[config.mk]
export PLATFORM = sky130hd
export DESIGN_NAME = decode_ctrl
export DESIGN_NICKNAME = d
export VERILOG_FILES = /design/src/rtl/decode_ctrl_pkg.sv /design/src/rtl/decode_ctrl_comb.sv /design/src/rtl/decode_ctrl.sv
export SDC_FILE = /design/constraint.sdc
export NUM_CORES = 1
export LEC_CHECK = 0
export BUFFER_PORTS_ARGS = -buffer_cell sky130_fd_sc_hd__buf_2
export CAP_MARGIN = 20
export CORE_ASPECT_RATIO = 0.9
export CORE_MARGIN = 2
export CORE_UTILIZATION = 48
export CTS_BUF_LIST = sky130_fd_sc_hd__clkbuf_16
export CTS_CLUSTER_SIZE = 20
export DETAILED_ROUTE_END_ITERATION = 12
export GPL_ROUTABILITY_DRIVEN = 0
export PLACE_DENSITY = 0.79
export SETUP_SLACK_MARGIN = 0.02
export SLEW_MARGIN = 15
export SYNTH_ARGS = -nofsm -noshare
export SYNTH_HDL_FRONTEND = slang
export SYNTH_SLANG_ARGS = --single-unit
export TNS_END_PERCENT = 30
[constraint.sdc]
create_clock -name clk -period 2.3 [get_ports clk]
set_input_delay 0.345 -clock clk [delete_from_list [all_inputs] [get_ports clk]]
set_output_delay 0.345 -clock clk [all_outputs]
set_load 0.1 [all_outputs]
[src/rtl/decode_ctrl_pkg.sv]
// decode_ctrl_pkg: MIPS opcode / funct / REGIMM-rt constants, memory-size and
// mul/div encodings, and the registered ID/EX control word.
package decode_ctrl_pkg;
   localparam logic [5:0] EXE_SPECIAL = 6'h00;
   localparam logic [5:0] EXE_REGIMM  = 6'h01;
   localparam logic [5:0] EXE_J       = 6'h02;
   localparam logic [5:0] EXE_JAL     = 6'h03;
   localparam logic [5:0] EXE_BEQ     = 6'h04;
   localparam logic [5:0] EXE_BNE     = 6'h05;
   localparam logic [5:0] EXE_BLEZ    = 6'h06;
   localparam logic [5:0] EXE_BGTZ    = 6'h07;
   localparam logic [5:0] EXE_ADDI    = 6'h08;
   localparam logic [5:0] EXE_ADDIU   = 6'h09;
   localparam logic [5:0] EXE_SLTI    = 6'h0A;
   localparam logic [5:0] EXE_SLTIU   = 6'h0B;
   localparam logic [5:0] EXE_ANDI    = 6'h0C;
   localparam logic [5:0] EXE_ORI     = 6'h0D;
   localparam logic [5:0] EXE_XORI    = 6'h0E;
   localparam logic [5:0] EXE_LUI     = 6'h0F;
   localparam logic [5:0] EXE_LB      = 6'h20;
   localparam logic [5:0] EXE_LH      = 6'h21;
   localparam logic [5:0] EXE_LW      = 6'h23;
   localparam logic [5:0] EXE_LBU     = 6'h24;
   localparam logic [5:0] EXE_LHU     = 6'h25;
   localparam logic [5:0] EXE_SB      = 6'h28;
   localparam logic [5:0] EXE_SH      = 6'h29;
   localparam logic [5:0] EXE_SW      = 6'h2B;
   localparam logic [5:0] EXE_OP3F    = 6'h3F;

   localparam logic [5:0] EXE_SLL   = 6'h00;
   localparam logic [5:0] EXE_SRL   = 6'h02;
   localparam logic [5:0] EXE_SRA   = 6'h03;
   localparam logic [5:0] EXE_SLLV  = 6'h04;
   localparam logic [5:0] EXE_SRLV  = 6'h06;
   localparam logic [5:0] EXE_SRAV  = 6'h07;
   localparam logic [5:0] EXE_JR    = 6'h08;
   localparam logic [5:0] EXE_JALR  = 6'h09;
   localparam logic [5:0] EXE_MFHI  = 6'h10;
   localparam logic [5:0] EXE_MTHI  = 6'h11;
   localparam logic [5:0] EXE_MFLO  = 6'h12;
   localparam logic [5:0] EXE_MTLO  = 6'h13;
   localparam logic [5:0] EXE_MULT  = 6'h18;
   localparam logic [5:0] EXE_MULTU = 6'h19;
   localparam logic [5:0] EXE_DIV   = 6'h1A;
   localparam logic [5:0] EXE_DIVU  = 6'h1B;
   localparam logic [5:0] EXE_ADD   = 6'h20;
   localparam logic [5:0] EXE_ADDU  = 6'h21;
   localparam logic [5:0] EXE_SUB   = 6'h22;
   localparam logic [5:0] EXE_SUBU  = 6'h23;
   localparam logic [5:0] EXE_AND   = 6'h24;
   localparam logic [5:0] EXE_OR    = 6'h25;
   localparam logic [5:0] EXE_XOR   = 6'h26;
   localparam logic [5:0] EXE_NOR   = 6'h27;
   localparam logic [5:0] EXE_SLT   = 6'h2A;
   localparam logic [5:0] EXE_SLTU  = 6'h2B;

   localparam logic [4:0] EXE_BLTZ   = 5'h00;
   localparam logic [4:0] EXE_BGEZ   = 5'h01;
   localparam logic [4:0] EXE_BLTZAL = 5'h10;
   localparam logic [4:0] EXE_BGEZAL = 5'h11;

   localparam logic [1:0] MEM_BYTE = 2'd0;
   localparam logic [1:0] MEM_HALF = 2'd1;
   localparam logic [1:0] MEM_WORD = 2'd2;

   localparam logic [1:0] MD_MULT  = 2'd0;
   localparam logic [1:0] MD_MULTU = 2'd1;
   localparam logic [1:0] MD_DIV   = 2'd2;
   localparam logic [1:0] MD_DIVU  = 2'd3;

   typedef struct packed {
      logic       regwrite;
      logic       regdst;
      logic       alusrc;
      logic       branch;
      logic       memwrite;
      logic       memtoreg;
      logic       jump;
      logic       al;
      logic       jumpr;
      logic [1:0] mem_size;
      logic       mem_signed;
      logic [1:0] muldiv_op;
   } ctrl_t;

   localparam int CTRL_W = $bits(ctrl_t);

   typedef enum logic {ST_IDLE = 1'b0, ST_BUSY = 1'b1} state_e;
endpackage

[src/rtl/decode_ctrl_comb.sv]
// decode_comb: purely combinational main decoder, instruction -> control word,
// HI/LO-class flag, mul/div flag and reserved-instruction flag.
module decode_comb
   import decode_ctrl_pkg::*;
(
   input  logic [31:0]       i_instr,
   output logic [CTRL_W-1:0] o_ctrl,
   output logic              o_muldiv,
   output logic              o_hilo,
   output logic              o_ri
);
   logic [5:0] w_op;
   logic [5:0] w_funct;
   logic [4:0] w_rt;
   logic       w_unused;
   ctrl_t      w_c;

   assign w_op     = i_instr[31:26];
   assign w_rt     = i_instr[20:16];
   assign w_funct  = i_instr[5:0];
   assign w_unused = ^{i_instr[25:21], i_instr[15:6]};

   always_comb begin
      w_c      = '0;
      o_muldiv = 1'b0;
      o_hilo   = 1'b0;
      o_ri     = 1'b0;
      case (w_op)
         EXE_SPECIAL: begin
            case (w_funct)
               EXE_SLL, EXE_SRL, EXE_SRA, EXE_SLLV, EXE_SRLV, EXE_SRAV,
               EXE_ADD, EXE_ADDU, EXE_SUB, EXE_SUBU, EXE_AND, EXE_OR,
               EXE_XOR, EXE_NOR, EXE_SLT, EXE_SLTU: begin
                  w_c.regwrite = 1'b1;
                  w_c.regdst   = 1'b1;
               end
               EXE_MFHI, EXE_MFLO: begin
                  w_c.regwrite = 1'b1;
                  w_c.regdst   = 1'b1;
                  o_hilo       = 1'b1;
               end
               EXE_MTHI, EXE_MTLO: o_hilo = 1'b1;
               EXE_MULT, EXE_MULTU, EXE_DIV, EXE_DIVU: begin
                  o_hilo        = 1'b1;
                  o_muldiv      = 1'b1;
                  // funct 0x18..0x1B low bits line up with the MD_* encoding
                  w_c.muldiv_op = w_funct[1:0];
               end
               EXE_JR: begin
                  w_c.jump  = 1'b1;
                  w_c.jumpr = 1'b1;
               end
               EXE_JALR: begin
                  w_c.regwrite = 1'b1;
                  w_c.regdst   = 1'b1;
                  w_c.jump     = 1'b1;
                  w_c.jumpr    = 1'b1;
                  w_c.al       = 1'b1;
               end
               default: o_ri = 1'b1;
            endcase
         end
         EXE_REGIMM: begin
            case (w_rt)
               EXE_BLTZ, EXE_BGEZ: w_c.branch = 1'b1;
               EXE_BLTZAL, EXE_BGEZAL: begin
                  w_c.branch   = 1'b1;
                  w_c.regwrite = 1'b1;
                  w_c.al       = 1'b1;
               end
               default: o_ri = 1'b1;
            endcase
         end
         EXE_J: w_c.jump = 1'b1;
         EXE_JAL: begin
            w_c.jump     = 1'b1;
            w_c.regwrite = 1'b1;
            w_c.al       = 1'b1;
         end
         EXE_BEQ, EXE_BNE, EXE_BGTZ, EXE_BLEZ: w_c.branch = 1'b1;
         EXE_ANDI, EXE_ORI, EXE_XORI, EXE_LUI, EXE_ADDI, EXE_ADDIU,
         EXE_SLTI, EXE_SLTIU: begin
            w_c.regwrite = 1'b1;
            w_c.alusrc   = 1'b1;
         end
         EXE_LB, EXE_LBU, EXE_LH, EXE_LHU, EXE_LW: begin
            w_c.regwrite   = 1'b1;
            w_c.alusrc     = 1'b1;
            w_c.memtoreg   = 1'b1;
            w_c.mem_size   = (w_op == EXE_LW) ? MEM_WORD :
                             (w_op == EXE_LH || w_op == EXE_LHU) ? MEM_HALF : MEM_BYTE;
            w_c.mem_signed = (w_op == EXE_LB) || (w_op == EXE_LH);
         end
         EXE_SB, EXE_SH, EXE_SW: begin
            w_c.alusrc   = 1'b1;
            w_c.memwrite = 1'b1;
            w_c.mem_size = (w_op == EXE_SW) ? MEM_WORD :
                           (w_op == EXE_SH) ? MEM_HALF : MEM_BYTE;
         end
         EXE_OP3F: begin
            w_c.regwrite = 1'b1;
            w_c.regdst   = 1'b1;
         end
         default: o_ri = 1'b1;
      endcase
   end

   assign o_ctrl = w_c;
endmodule

[src/rtl/decode_ctrl.sv]
// decode_ctrl: ID/EX control register with stall/flush plus MULT/DIV HI/LO
// occupancy FSM. Define DECODE_RI_EXC_EN to register the reserved-instruction flag.
module decode_ctrl
   import decode_ctrl_pkg::*;
#(
   parameter int MULT_CYCLES = 2,
   parameter int DIV_CYCLES  = 32
) (
   input  logic        clk,
   input  logic        resetn,
   input  logic        id_valid,
   input  logic [31:0] id_instr,
   input  logic        stall_in,
   input  logic        flush,
   output logic        id_ready,
   output logic        ex_valid,
   output logic        ex_regwrite,
   output logic        ex_regdst,
   output logic        ex_alusrc,
   output logic        ex_branch,
   output logic        ex_memwrite,
   output logic        ex_memtoreg,
   output logic        ex_jump,
   output logic        ex_al,
   output logic        ex_jumpr,
   output logic [1:0]  ex_mem_size,
   output logic        ex_mem_signed,
   output logic        ex_muldiv_start,
   output logic [1:0]  ex_muldiv_op,
   output logic        hilo_done,
   output logic        busy,
   output logic        ex_ri_exc
);
   localparam int MAX_CYC = (MULT_CYCLES > DIV_CYCLES) ? MULT_CYCLES : DIV_CYCLES;
   localparam int CNT_W   = $clog2(MAX_CYC + 1);

   logic [CTRL_W-1:0] w_ctrl_bits;
   ctrl_t             w_ctrl;
   logic              w_muldiv, w_hilo, w_ri;
   logic              w_busy, w_block, w_accept, w_launch;
   logic [CNT_W-1:0]  w_load;

   ctrl_t             r_ex;
   logic              r_ex_valid, r_start, r_hilo_done;
   state_e            r_state;
   logic [CNT_W-1:0]  r_cnt;

   decode_comb u_decode_comb (
      .i_instr  (id_instr),
      .o_ctrl   (w_ctrl_bits),
      .o_muldiv (w_muldiv),
      .o_hilo   (w_hilo),
      .o_ri     (w_ri)
   );

   assign w_ctrl = ctrl_t'(w_ctrl_bits);
   assign w_busy = (r_state == ST_BUSY);
   // Dependent HI/LO moves may go in the hilo_done cycle; a new mul/div may not.
   assign w_block  = w_busy & (w_muldiv | (w_hilo & ~r_hilo_done));
   assign w_accept = resetn & id_valid & ~stall_in & ~w_block;
   assign w_launch = w_accept & w_muldiv & ~flush;
   assign w_load   = w_ctrl.muldiv_op[1] ? CNT_W'(DIV_CYCLES) : CNT_W'(MULT_CYCLES);

   always_ff @(posedge clk or negedge resetn) begin
      if (!resetn) begin
         r_ex_valid <= 1'b0;
         r_ex       <= '0;
         r_start    <= 1'b0;
      end else begin
         r_start <= 1'b0;
         if (flush) begin
            r_ex_valid <= 1'b0;
            r_ex       <= '0;
         end else if (stall_in) begin
            r_ex_valid <= r_ex_valid;
         end else if (w_accept) begin
            r_ex_valid <= 1'b1;
            r_ex       <= w_ctrl;
            r_start    <= w_muldiv;
         end else begin
            r_ex_valid <= 1'b0;
            r_ex       <= '0;
         end
      end
   end

   // Occupancy counter runs regardless of stall/flush once a mul/div is launched.
   always_ff @(posedge clk or negedge resetn) begin
      if (!resetn) begin
         r_state     <= ST_IDLE;
         r_cnt       <= '0;
         r_hilo_done <= 1'b0;
      end else begin
         case (r_state)
            ST_IDLE: begin
               r_hilo_done <= 1'b0;
               if (w_launch) begin
                  r_state     <= ST_BUSY;
                  r_cnt       <= w_load;
                  r_hilo_done <= (w_load == CNT_W'(1));
               end
            end
            ST_BUSY: begin
               if (r_cnt == CNT_W'(1)) begin
                  r_state     <= ST_IDLE;
                  r_cnt       <= '0;
                  r_hilo_done <= 1'b0;
               end else begin
                  r_cnt       <= r_cnt - CNT_W'(1);
                  r_hilo_done <= (r_cnt == CNT_W'(2));
               end
            end
            default: begin
               r_state     <= ST_IDLE;
               r_cnt       <= '0;
               r_hilo_done <= 1'b0;
            end
         endcase
      end
   end

`ifdef DECODE_RI_EXC_EN
   logic r_ri;
   always_ff @(posedge clk or negedge resetn) begin
      if (!resetn)        r_ri <= 1'b0;
      else if (flush)     r_ri <= 1'b0;
      else if (!stall_in) r_ri <= w_accept & w_ri;
   end
   assign ex_ri_exc = r_ri;
`else
   logic w_unused_ri;
   assign w_unused_ri = w_ri;
   assign ex_ri_exc   = 1'b0;
`endif

   assign id_ready        = w_accept;
   assign ex_valid        = r_ex_valid;
   assign ex_regwrite     = r_ex.regwrite;
   assign ex_regdst       = r_ex.regdst;
   assign ex_alusrc       = r_ex.alusrc;
   assign ex_branch       = r_ex.branch;
   assign ex_memwrite     = r_ex.memwrite;
   assign ex_memtoreg     = r_ex.memtoreg;
   assign ex_jump         = r_ex.jump;
   assign ex_al           = r_ex.al;
   assign ex_jumpr        = r_ex.jumpr;
   assign ex_mem_size     = r_ex.mem_size;
   assign ex_mem_signed   = r_ex.mem_signed;
   assign ex_muldiv_op    = r_ex.muldiv_op;
   assign ex_muldiv_start = r_start;
   assign hilo_done       = r_hilo_done;
   assign busy            = w_busy;
endmodule

==> key figures, run 1 <==
Timing
  • Unrepaired setup endpoints after global routing: false
  • Fmax: 472 MHz
  • Max Slew Vio Count: 0
  • Minimum clock period: 2.12 ns
  • Setup TNS: 0 ns
  • Final setup vio count: 0
  • Final Skew: 0.00291 ns
  • Final hold violations: 0
  • Tcrit/Tclk final: 92.1%
  • Worst Hold Margin: 0.378 ns

Synth
  • XOR/XNOR share of the synthesized area: 0.618%
  • Cells after Synth: 149
  • Largest cells by area after synthesis: dfrtp_1 42%, nand2_1 5.0%, nor2_1 3.7%
  • Largest area contributor in the netlist: dfrtp_1
  • YS warnings: 0
  • Synth Cell Area: 0.00142 mm2
  • Synth Area in Adders: 2.65%
  • Netlist cell types: 53
  • Mapped Nets: 189
  • Synthesized-area fraction occupied by ao, oa, aoi and oai cells: 24.6%
  • Post-synth EDFFs: 0
  • Synthesis-stage register bit count: 24
  • FFs w/ async S/R, synth: 100%
  • Avg Cell Area, Syn: 9.51 um2
  • Post-synthesis sequential area ratio: 42.4%
  • Yosys top cell area share: 42.4%
  • Post-synthesis mux area share: 0%
  • Post-Synth Simple-Gate Area: 25.7%
  • Top_reg_cell synth: dfrtp_1
  • Largest family of logic cells by synthesized area: simple AND/OR/NAND/NOR gates

Clock network
  • Clk Latency, worst-skew pair: 0.26 ns
  • Number of CTS-inserted buffers: 3
  • CTS Sinks: 24
  • # H-tree levels: 1
  • Post-CTS setup buffers: 0
  • Clock slew at reported path FFs: 0.06 ns
  • Clk buf depth: 2
  • CTS tree: built
  • Clk root buf: clkbuf_16

Finish
  • Final net count: 234
  • Area Overhead vs Synth: 27.3%
  • Share of layout cells above drive strength 1: 32.1%
  • Most frequent cells in the layout: 39 x buf_2, 22 x dfrtp_1, 19 x nand2_1
  • Commonest non-fill, non-tap cell in the layout: buf_2
  • Layout filler cell count: 231
  • N_diodes: 0

Floorplan
  • Die Width: 61.3 um
  • Num ports: 57
  • Die area: 0.00340 mm2
  • Starting Density: 51.1%
  • Row count: 18
  • Die height: 55.5 um
  • Core Footprint: 0.00277 mm2

Power and ir drop
  • Pleak: 0.879 nW
  • Cell Pwr Density: 575 mW/mm2
  • Total power draw: 1.04 mW
  • VDD IR max: 439 uV

Global route
  • Global-route wire length before repair: 6.28 mm
  • Total global routing overflow: 0
  • Vias in the first global route: 1377
  • Gr usage total: 23.9%
  • Pin count of the biggest net entering global routing: 18
  • Initial antenna violation count: 0

Routing
  • ANT nets after route: 0
  • Via count: 1389
  • Routed wire per std cell: 15.4 um
  • Via density per instance: 5.96
  • # DRC: 0
  • DRT iter0 DRCs: 83
  • Drt total wl: 3.58 mm
  • Pre-Repair DR Iteration Count: 5

Worst setup path
  • CP Capture Type: output port
  • Critical Path Fanout Max: 10
  • CP Launch Type: input pin
  • Worst Setup Path Type: input pin to output port
  • Critical path data arrival time: 1.77 ns
  • Critical Path RT: 1.96 ns

Job
  • Maxcap violations: 0

Hold path
  • Hold WC Path Type: input pin to flip-flop

Placed design
  • DP Wirelength: 2.63 mm
  • PortBufs: 39

Outcome
  • Status: finished clean
-- critical path, stage by stage --
cell           delay [ns]
dlygate4sd3_1        0.52
buf_2                0.24
nand2_1              0.12
nor3_4               0.10
buf_2                0.44
-- cell families after synthesis --
logic type / Yosys count
simple gates: 61
compound gates: 46
flops: 24
buf+inv: 13
fa+ha+maj: 3
xor+xnor: 1
other cells: 1
-- per-layer routing --
layer	vias to the layer above	global-route usage (%)	share of wire, %
li1	643	-	-
met4	0	8.39	3.3
met2	70	39.1	50
met5	-	0	0
met3	19	5.15	6.7
met1	657	30.4	40
-- state kept, by name, indices dropped and copies added (netlist names) --
register         cells
ex_muldiv_start      1
ex_alusrc            1
ex_valid             1
ex_branch            1
ex_memwrite          1
ex_memtoreg          1
ex_jump              1
ex_mem_signed        1
hilo_done            1
ex_regwrite          1
r_cnt                6
ex_regdst            1
ex_al                1
busy                 1
ex_muldiv_op         2
ex_mem_size          2
ex_jumpr             1
-- path summary, 6_finish.rpt --
check | start | endpoint | slack, ns | depth (start not counted)
max | resetn | id_ready | 0.18 | 5
min | id_instr[0] | ex_muldiv_op[0] | 0.38 | 2
max reg2reg | r_cnt[2] | r_cnt[2] | 0.56 | 4
min reg2reg | ex_mem_size[1] | ex_mem_size[1] | 0.48 | 2
max in group asynchronous | resetn | busy | 1.33 | 3
min in group asynchronous | resetn | r_cnt[0] | 0.47 | 2
-- stage by stage --
| step | instance area (um2) | util [%] | std cells | worst slack, ns |
|---|---|---|---|---|
| global placement | 1690 | 60.9 | 228 | 0.300 |
| CTS | 1800 | 65.1 | 233 | 0.154 |
| floorplan | 1430 | - | 149 | 0.0568 |
| detailed placement | 1690 | 60.9 | 228 | 0.305 |
| global route | 1800 | 65.1 | 233 | 0.0643 |
| finish | 1800 | 65.1 | 233 | 0.181 |
-- synth_stat cells, types with 2 or more instances --
| library cell | count |
|---|---|
| clkbuf_1 | 2 |
| nor2_1 | 14 |
| nand2_1 | 19 |
| a21boi_0 | 2 |
| nand3_1 | 2 |
| o211ai_1 | 3 |
| nor3_1 | 4 |
| dfrtp_1 | 24 |
| ha_1 | 3 |
| inv_1 | 9 |
| a21oi_1 | 3 |
| o21ai_0 | 5 |
| nor3b_1 | 3 |
| o31ai_1 | 7 |
| o21ai_1 | 3 |
| and2_1 | 2 |
| or4_1 | 2 |
| a22o_1 | 2 |
| a21o_1 | 2 |
| o21ai_2 | 2 |
| nand4_1 | 2 |
| a31oi_1 | 3 |
-- power by group --
| part | total [mW] | internal (mW) | switching, mW |
|---|---|---|---|
| Combinational | 0.115 | 0.0325 | 0.0825 |
| Sequential | 0.425 | 0.424 | 0.000899 |
| Clock | 0.496 | 0.346 | 0.150 |
-- layout make-up --
| type | instances | area (um2) | share of cell area (%) |
|---|---|---|---|
| repair buffers | 44 | 235 | 13.0 |
| inverters | 9 | 33.8 | 1.87 |
| clock inverters | 1 | 30.0 | 1.67 |
| clock buffers | 3 | 75.1 | 4.16 |
| multi-input cells | 112 | 773 | 42.9 |
| flip-flops and latches | 24 | 606 | 33.6 |
| well taps | 40 | 50.0 | 2.78 |
-- timing repair --
item / in CTS / in global routing
hold buffers: 1 / 0
hold endpoints to repair: 7 / 0
gates resized for setup: 0 / 0
(Power assumes the default switching activity.)
==> run 2: changes to the inputs <==
--- a/config.mk
+++ b/config.mk
@@ -9,12 +9,12 @@
 export CAP_MARGIN = 20
 export CORE_ASPECT_RATIO = 0.9
 export CORE_MARGIN = 2
-export CORE_UTILIZATION = 48
-export CTS_BUF_LIST = sky130_fd_sc_hd__clkbuf_16
+export CORE_UTILIZATION = 50
+export CTS_BUF_LIST = sky130_fd_sc_hd__clkbuf_8
 export CTS_CLUSTER_SIZE = 20
 export DETAILED_ROUTE_END_ITERATION = 12
 export GPL_ROUTABILITY_DRIVEN = 0
-export PLACE_DENSITY = 0.79
+export PLACE_DENSITY = 0.82
 export SETUP_SLACK_MARGIN = 0.02
 export SLEW_MARGIN = 15
 export SYNTH_ARGS = -nofsm -noshare
==> run 2 against run 1 <==
Effect of this change: clock skew rose by 0.0045 ns; sequential power about the same; utilization decreased by 1.1 points; clock power decreased by 50%; fmax shrank 1.0%; sequential share of layout area rose by 1.2 points; final area decreased by 3.3%; non-clock buffer count did not move; combinational power about the same; first-iteration DRC count down 63%; worst hold slack worse by 0.025 ns.
==> key figures, run 2 (synthesized netlist as in run 1, its figures left out) <==
Timing
  • Final Skew: 0.00745 ns (+0.00454 ns)
  • Setup TNS: 0 ns (unchanged)
  • Final setup vio count: 0 (unchanged)
  • Worst Hold Margin: 0.353 ns (-0.0246 ns)
  • Fmax: 467 MHz (-1.0%)
  • Final hold violations: 0 (unchanged)
  • Unrepaired setup endpoints after global routing: false
  • Max Slew Vio Count: 0 (unchanged)
  • Minimum clock period: 2.14 ns (+0.0221 ns)
  • Tcrit/Tclk final: 93.1% (+0.96 points)

Worst setup path
  • Critical path data arrival time: 1.80 ns (+0.03 ns)
  • R2r setup slk: 0.55 ns (about the same)
  • Crit-path most repeated cell: buf_2
  • Critical Path Fanout Max: 11 (+1)
  • Critical Path RT: 1.96 ns (about the same)
  • RR Endpoint: r_cnt[2]
  • Slowest-stage cell, CP: dlygate4sd3_1
  • CP top delay family: buffers and inverters
  • Cell chain of the critical path: dlygate4sd3_1 -> buf_2 -> nand2_1 -> nor3_4 -> buf_2
  • CP Launch Point: resetn
  • Critical Path End: id_ready
  • CP Capture Type: output port
  • CP max stage delay: 0.52 ns (about the same)
  • Worst path depth: 5 (unchanged)
  • Critical path buffers and inverters: 3 (unchanged)
  • Worst Setup Path Type: input pin to output port
  • Worst r2r path cells: 4 (unchanged)
  • RR Startpoint: r_cnt[3]
  • CP Launch Type: input pin

Clock network
  • CTS tree: built
  • Clk Latency, worst-skew pair: 0.26 ns (about the same)
  • Post-CTS setup buffers: 0 (unchanged)
  • CTS Sinks: 24 (unchanged)
  • Clk buf depth: 2 (unchanged)
  • Clock slew at reported path FFs: 0.09 ns (+0.03 ns)
  • Clk root buf: clkbuf_8
  • Number of CTS-inserted buffers: 3 (unchanged)
  • # H-tree levels: 1 (unchanged)

Placed design
  • PortBufs: 39 (unchanged)
  • DP Wirelength: 2.50 mm (-5.3%)
  • Placed insts: 228 (unchanged)

Global route
  • M2 GR Usage: 35.0% (-4.1 points)
  • GR peak layer: met2
  • Gr usage total: 22.3% (-1.6 points)
  • Initial antenna violation count: 0 (unchanged)
  • Vias in the first global route: 1222 (-11%)
  • Global-route wire length before repair: 5.46 mm (-13%)
  • Total global routing overflow: 0 (unchanged)
  • Pin count of the biggest net entering global routing: 17 (-1)
  • GRT met3 Usage: 4.26% (-0.90 points)
  • Grt met1 use: 30.5% (+0.10 points)

Power and ir drop
  • VDD IR max: 207 uV (-53%)
  • Cell Pwr Density: 451 mW/mm2 (-22%)
  • Pleak: 0.855 nW (-2.8%)

Floorplan
  • Die height: 54.5 um (-1.9%)
  • Core Footprint: 0.00273 mm2 (-1.6%)
  • Starting Density: 52.0% (+0.85 points)
  • Die area: 0.00327 mm2 (-3.7%)
  • Die Width: 60.1 um (-1.9%)
  • Num ports: 57 (unchanged)
  • Row count: 18 (unchanged)

Finish
  • Final Non-Filler Cells: 233 (unchanged)
  • Largest reg by FF count: r_cnt
  • N_diodes: 0 (unchanged)
  • Max reg flops: 6 (unchanged)
  • Area Overhead vs Synth: 23.1%
  • Share of layout cells above drive strength 1: 31.6% (-0.52 points)
  • Most frequent cells in the layout: 39 x buf_2, 22 x dfrtp_1, 19 x nand2_1
  • Core Util, Final: 64.0% (-1.1 points)
  • Commonest non-fill, non-tap cell in the layout: buf_2
  • Layout filler cell count: 234 (+1.3%)
  • Final net count: 234 (unchanged)

Routing
  • ANT nets after route: 0 (unchanged)
  • Drt total wl: 3.20 mm (-11%)
  • DRT iter0 DRCs: 31 (-63%)
  • Pre-Repair DR Iteration Count: 4 (-1)
  • Via density per instance: 5.56 (-6.8%)
  • # DRC: 0 (unchanged)
  • Via count: 1295 (-6.8%)
  • Routed wire per std cell: 13.7 um (-11%)

Outcome
  • Status: finished clean

Hold path
  • Hold WC Path Type: input pin to flip-flop

Job
  • Maxcap violations: 0 (unchanged)
-- run 2: stage by stage --
step	total power, mW	worst slack (ns)	cell area [um2]
final	0.786	0.159	1740
after global routing	0.817	0.0590	1740
after CTS	0.791	0.136	1740
after detailed placement	0.544	0.326	1690
after global placement	0.541	0.307	1690
after floorplan	0.495	0.0568	1430
-- run 2: timing repair --
action,in CTS,in global routing
resized for setup,0,0
endpoints found under the hold margin,8,0
hold buffers,1,0
-- run 2: worst min-delay path by stage --
| stage | from | endpoint | slack (ns) | cells after the start |
|---|---|---|---|---|
| 2_1_floorplan | resetn | busy | 0.05 | 0 |
| 3_3_place_gp | resetn | hilo_done | 0.23 | 1 |
| 3_5_place_dp | resetn | hilo_done | 0.22 | 1 |
| 4_1_cts | id_instr[0] | ex_muldiv_op[0] | 0.35 | 2 |
| 5_1_grt | id_instr[0] | ex_muldiv_op[0] | 0.36 | 2 |
| 6_report | id_instr[0] | ex_muldiv_op[0] | 0.35 | 2 |
-- run 2: cell type report --
| class | count | area (um2) | area share (%) |
|---|---|---|---|
| multi-input cells | 112 | 773 | 44.4 |
| well taps | 40 | 50.0 | 2.87 |
| repair buffers | 44 | 235 | 13.5 |
| clock inverters | 1 | 3.75 | 0.215 |
| inverters | 9 | 33.8 | 1.94 |
| clock buffers | 3 | 41.3 | 2.37 |
| flip-flops and latches | 24 | 606 | 34.7 |
-- run 2: layer usage --
| layer | part of all wire, % | vias up |
|---|---|---|
| li1 | - | 641 |
| met1 | 46 | 602 |
| met2 | 46 | 45 |
| met3 | 5.9 | 7 |
| met4 | 1.6 | 0 |
| met5 | 0 | - |
-- run 2: report_power, final --
part,total [mW],switching [mW],internal (mW)
logic,0.113,0.0806,0.0325
clock network,0.249,0.130,0.119
registers,0.424,0.000790,0.423
==> run 3: changes to the inputs <==
--- a/config.mk
+++ b/config.mk
@@ -5,16 +5,17 @@
 export SDC_FILE = /design/constraint.sdc
 export NUM_CORES = 1
 export LEC_CHECK = 0
+export ABC_AREA = 1
 export BUFFER_PORTS_ARGS = -buffer_cell sky130_fd_sc_hd__buf_2
 export CAP_MARGIN = 20
-export CORE_ASPECT_RATIO = 0.9
+export CORE_ASPECT_RATIO = 1.5
 export CORE_MARGIN = 2
 export CORE_UTILIZATION = 50
 export CTS_BUF_LIST = sky130_fd_sc_hd__clkbuf_8
 export CTS_CLUSTER_SIZE = 20
 export DETAILED_ROUTE_END_ITERATION = 12
 export GPL_ROUTABILITY_DRIVEN = 0
-export PLACE_DENSITY = 0.82
+export PLACE_DENSITY = 0.81
 export SETUP_SLACK_MARGIN = 0.02
 export SLEW_MARGIN = 15
 export SYNTH_ARGS = -nofsm -noshare
==> run 3 against run 2 <==
Effect of this change: largest power group unchanged; clock power grew 14%; die area increased by 7.8%; total power rose by 6.7%; combinational power rose by 15%; flip-flop and latch count is the same; worst setup slack better by 0.29 ns; largest cell class unchanged.
==> key figures, run 3 <==
Outcome
  • Status: finished clean

Clock network
  • PostCTS Resize Cnt: 0 (unchanged)
  • Clock slew at reported path FFs: 0.08 ns (about the same)
  • # H-tree levels: 1 (unchanged)
  • CTS tree: built
  • Clk root buf: clkbuf_8
  • Hold_buf cts: 0 (-1)
  • Clk Latency, worst-skew pair: 0.26 ns (about the same)
  • Clk buf depth: 2 (unchanged)
  • Post-CTS setup buffers: 0 (unchanged)
  • CTS Sinks: 24 (unchanged)
  • Number of CTS-inserted buffers: 3 (unchanged)

Finish
  • N_diodes: 0 (unchanged)
  • Max reg flops: 6 (unchanged)
  • Layout filler cell count: 310 (+32%)
  • Commonest non-fill, non-tap cell in the layout: nand2_1
  • Share of layout cells above drive strength 1: 23.0% (-8.6 points)
  • Final net count: 293 (+25%)
  • Finished Cell Area: 0.00183 mm2 (+5.0%)
  • Area of the multi-input gates: 803 um2 (+3.9%)
  • Area Overhead vs Synth: 19.5%
  • Largest reg by FF count: r_cnt
  • Most frequent cells in the layout: 71 x nand2_1, 38 x buf_2, 26 x inv_1
  • Core Util, Final: 62.8% (-1.1 points)
  • Register area: 601 um2 (-0.83%)

Global route
  • Vias in the first global route: 1545 (+26%)
  • Total global routing overflow: 0 (unchanged)
  • Initial antenna violation count: 0 (unchanged)
  • Global-route wire length before repair: 6.14 mm (+12%)
  • Gr usage total: 22.3% (about the same)
  • Pin count of the biggest net entering global routing: 25 (+8)

Floorplan
  • Die Width: 49.2 um (-18%)
  • Die height: 71.8 um (+32%)
  • Die area: 0.00353 mm2 (+7.8%)
  • Num ports: 57 (unchanged)
  • Starting Density: 52.6% (+0.60 points)
  • Core Footprint: 0.00291 mm2 (+6.9%)
  • Row count: 24 (+6)

Synth
  • Avg Cell Area, Syn: 7.26 um2 (-24%)
  • Cells after Synth: 211 (+42%)
  • YS warnings: 0 (unchanged)
  • Post-synth EDFFs: 0 (unchanged)
  • Netlist cell types: 30 (-43%)
  • Mapped Nets: 251 (+33%)
  • Synth Cell Area: 0.00153 mm2 (+8.1%)
  • Top post-synthesis cells by count: 71 x nand2_1, 26 x inv_1, 24 x dfrtp_1
  • Largest area contributor in the netlist: dfrtp_1
  • Synthesis-stage register bit count: 24 (unchanged)
  • FFs w/ async S/R, synth: 100% (unchanged)
  • Post-synthesis sequential area ratio: 39.2% (-3.2 points)
  • Top_reg_cell synth: dfrtp_1
  • Most frequent cell after synthesis: nand2_1
  • Yosys top cell area share: 39.2% (-3.2 points)
  • Largest cells by area after synthesis: dfrtp_1 39%, nand2_1 17%, nand3_1 7.5%

Power and ir drop
  • VDD IR max: 384 uV (+85%)
  • Cell Pwr Density: 458 mW/mm2 (+1.6%)
  • Pleak: 1.08 nW (+26%)

Placed design
  • Placed cell area: 0.00178 mm2 (+5.2%)
  • PortBufs: 39 (unchanged)
  • DP Wirelength: 2.84 mm (+14%)

Timing
  • Setup TNS: 0 ns (unchanged)
  • Tcrit/Tclk final: 80.4% (-13 points)
  • Final hold violations: 0 (unchanged)
  • Max Slew Vio Count: 0 (unchanged)
  • Unrepaired setup endpoints after global routing: false
  • Fmax: 541 MHz (+16%)
  • Minimum clock period: 1.85 ns (-0.293 ns)
  • Final Skew: 0.00309 ns (-0.00436 ns)
  • Worst Hold Margin: 0.0823 ns (-0.271 ns)
  • Final setup vio count: 0 (unchanged)

Routing
  • Via density per instance: 5.00 (-10%)
  • Routed wire per std cell: 11.8 um (-14%)
  • Pre-Repair DR Iteration Count: 4 (unchanged)
  • DRT iter0 DRCs: 34 (+9.7%)
  • Drt total wl: 3.42 mm (+7.0%)
  • ANT nets after route: 0 (unchanged)
  • Via count: 1454 (+12%)
  • # DRC: 0 (unchanged)

Worst setup path
  • Critical path data arrival time: 1.50 ns (-0.30 ns)
  • CP Launch Type: flip-flop
  • Critical Path Fanout Max: 3 (-8)
  • Critical path buffers and inverters: 2 (-1)
  • Critical Path RT: 1.96 ns (about the same)
  • Worst Setup Path Type: flip-flop to output port
  • Cell chain of the critical path: a211oi_1 -> nand3_1 -> nand2_2 -> inv_1 -> buf_12
  • Slowest-stage cell, CP: dfrtp_1
  • CP max stage delay: 0.38 ns (-0.14 ns)
  • CP top delay family: flip-flops
  • CP Capture Type: output port

Job
  • Maxcap violations: 0 (unchanged)

Hold path
  • Hold WC Path Type: input pin to async pin
## run 3: layout make-up
class	instances	share of cell area, %
Inverter	28	5.74
Sequential cell	24	32.8
Multi-Input combinational cell	156	43.9
Tap cell	39	2.67
Clock buffer	4	3.01
Timing Repair Buffer	40	11.9
## run 3: path summary, 6_finish.rpt
path                       depth (start not counted)            from  slack (ns)        endpoint
hold reg to reg                                    2  ex_mem_size[0]        0.48  ex_mem_size[0]
min in group clk                                   2           flush        0.33        ex_valid
setup / recovery                                   5       hilo_done        0.45        id_ready
max in group asynchronous                          2          resetn        1.98         ex_jump
hold / removal                                     2          resetn        0.08     ex_regwrite
setup reg to reg                                   6       hilo_done        0.99   ex_mem_signed
## run 3: power breakdown
| group | switching, mW | total [mW] | internal (mW) |
|---|---|---|---|
| sequential | 0.000814 | 0.424 | 0.423 |
| combinational | 0.0951 | 0.130 | 0.0351 |
| clock | 0.131 | 0.284 | 0.153 |
| total | 0.227 | 0.838 | 0.611 |
## run 3: stage by stage
stage	worst slack, ns	instances	power [mW]
after floorplan	0.0430	211	0.513
after global placement	0.570	287	0.561
after detailed placement	0.556	287	0.563
after CTS	0.443	291	0.848
after global routing	0.361	291	0.879
final	0.452	291	0.838
## run 3: cell families (layout without fill, tap and decap cells)
group	count (synthesis)	after routing	synth area share, %
AOI/OAI and AO/OA	18	18	7.03
adders and majority gates	3	3	2.45
buffers and inverters	31	72	8.33
and+or+nand+nor	130	130	40.4
xor gates and xnor gates	4	4	2.29
DFF	24	24	39.2
other	1	1	0.245
## run 3: worst register-to-register path: stages (launching register included)
cell and delay (ns):
dfrtp_1 0.38, a211oi_1 0.31, nand3_1 0.14, nand2_2 0.12, inv_1 0.10, nand3_1 0.09
nand2_1 0.05
## run 3: routing by layer
| layer | vias up | global-route usage, % | wire, um |
|---|---|---|---|
| li1 | 754 | - | - |
| met1 | 651 | 21.2 | 1240 |
| met2 | 33 | 43.2 | 1890 |
| met3 | 16 | 2.08 | 99 |
| met4 | 0 | 15.9 | 192 |
| met5 | - | 0 | 0 |
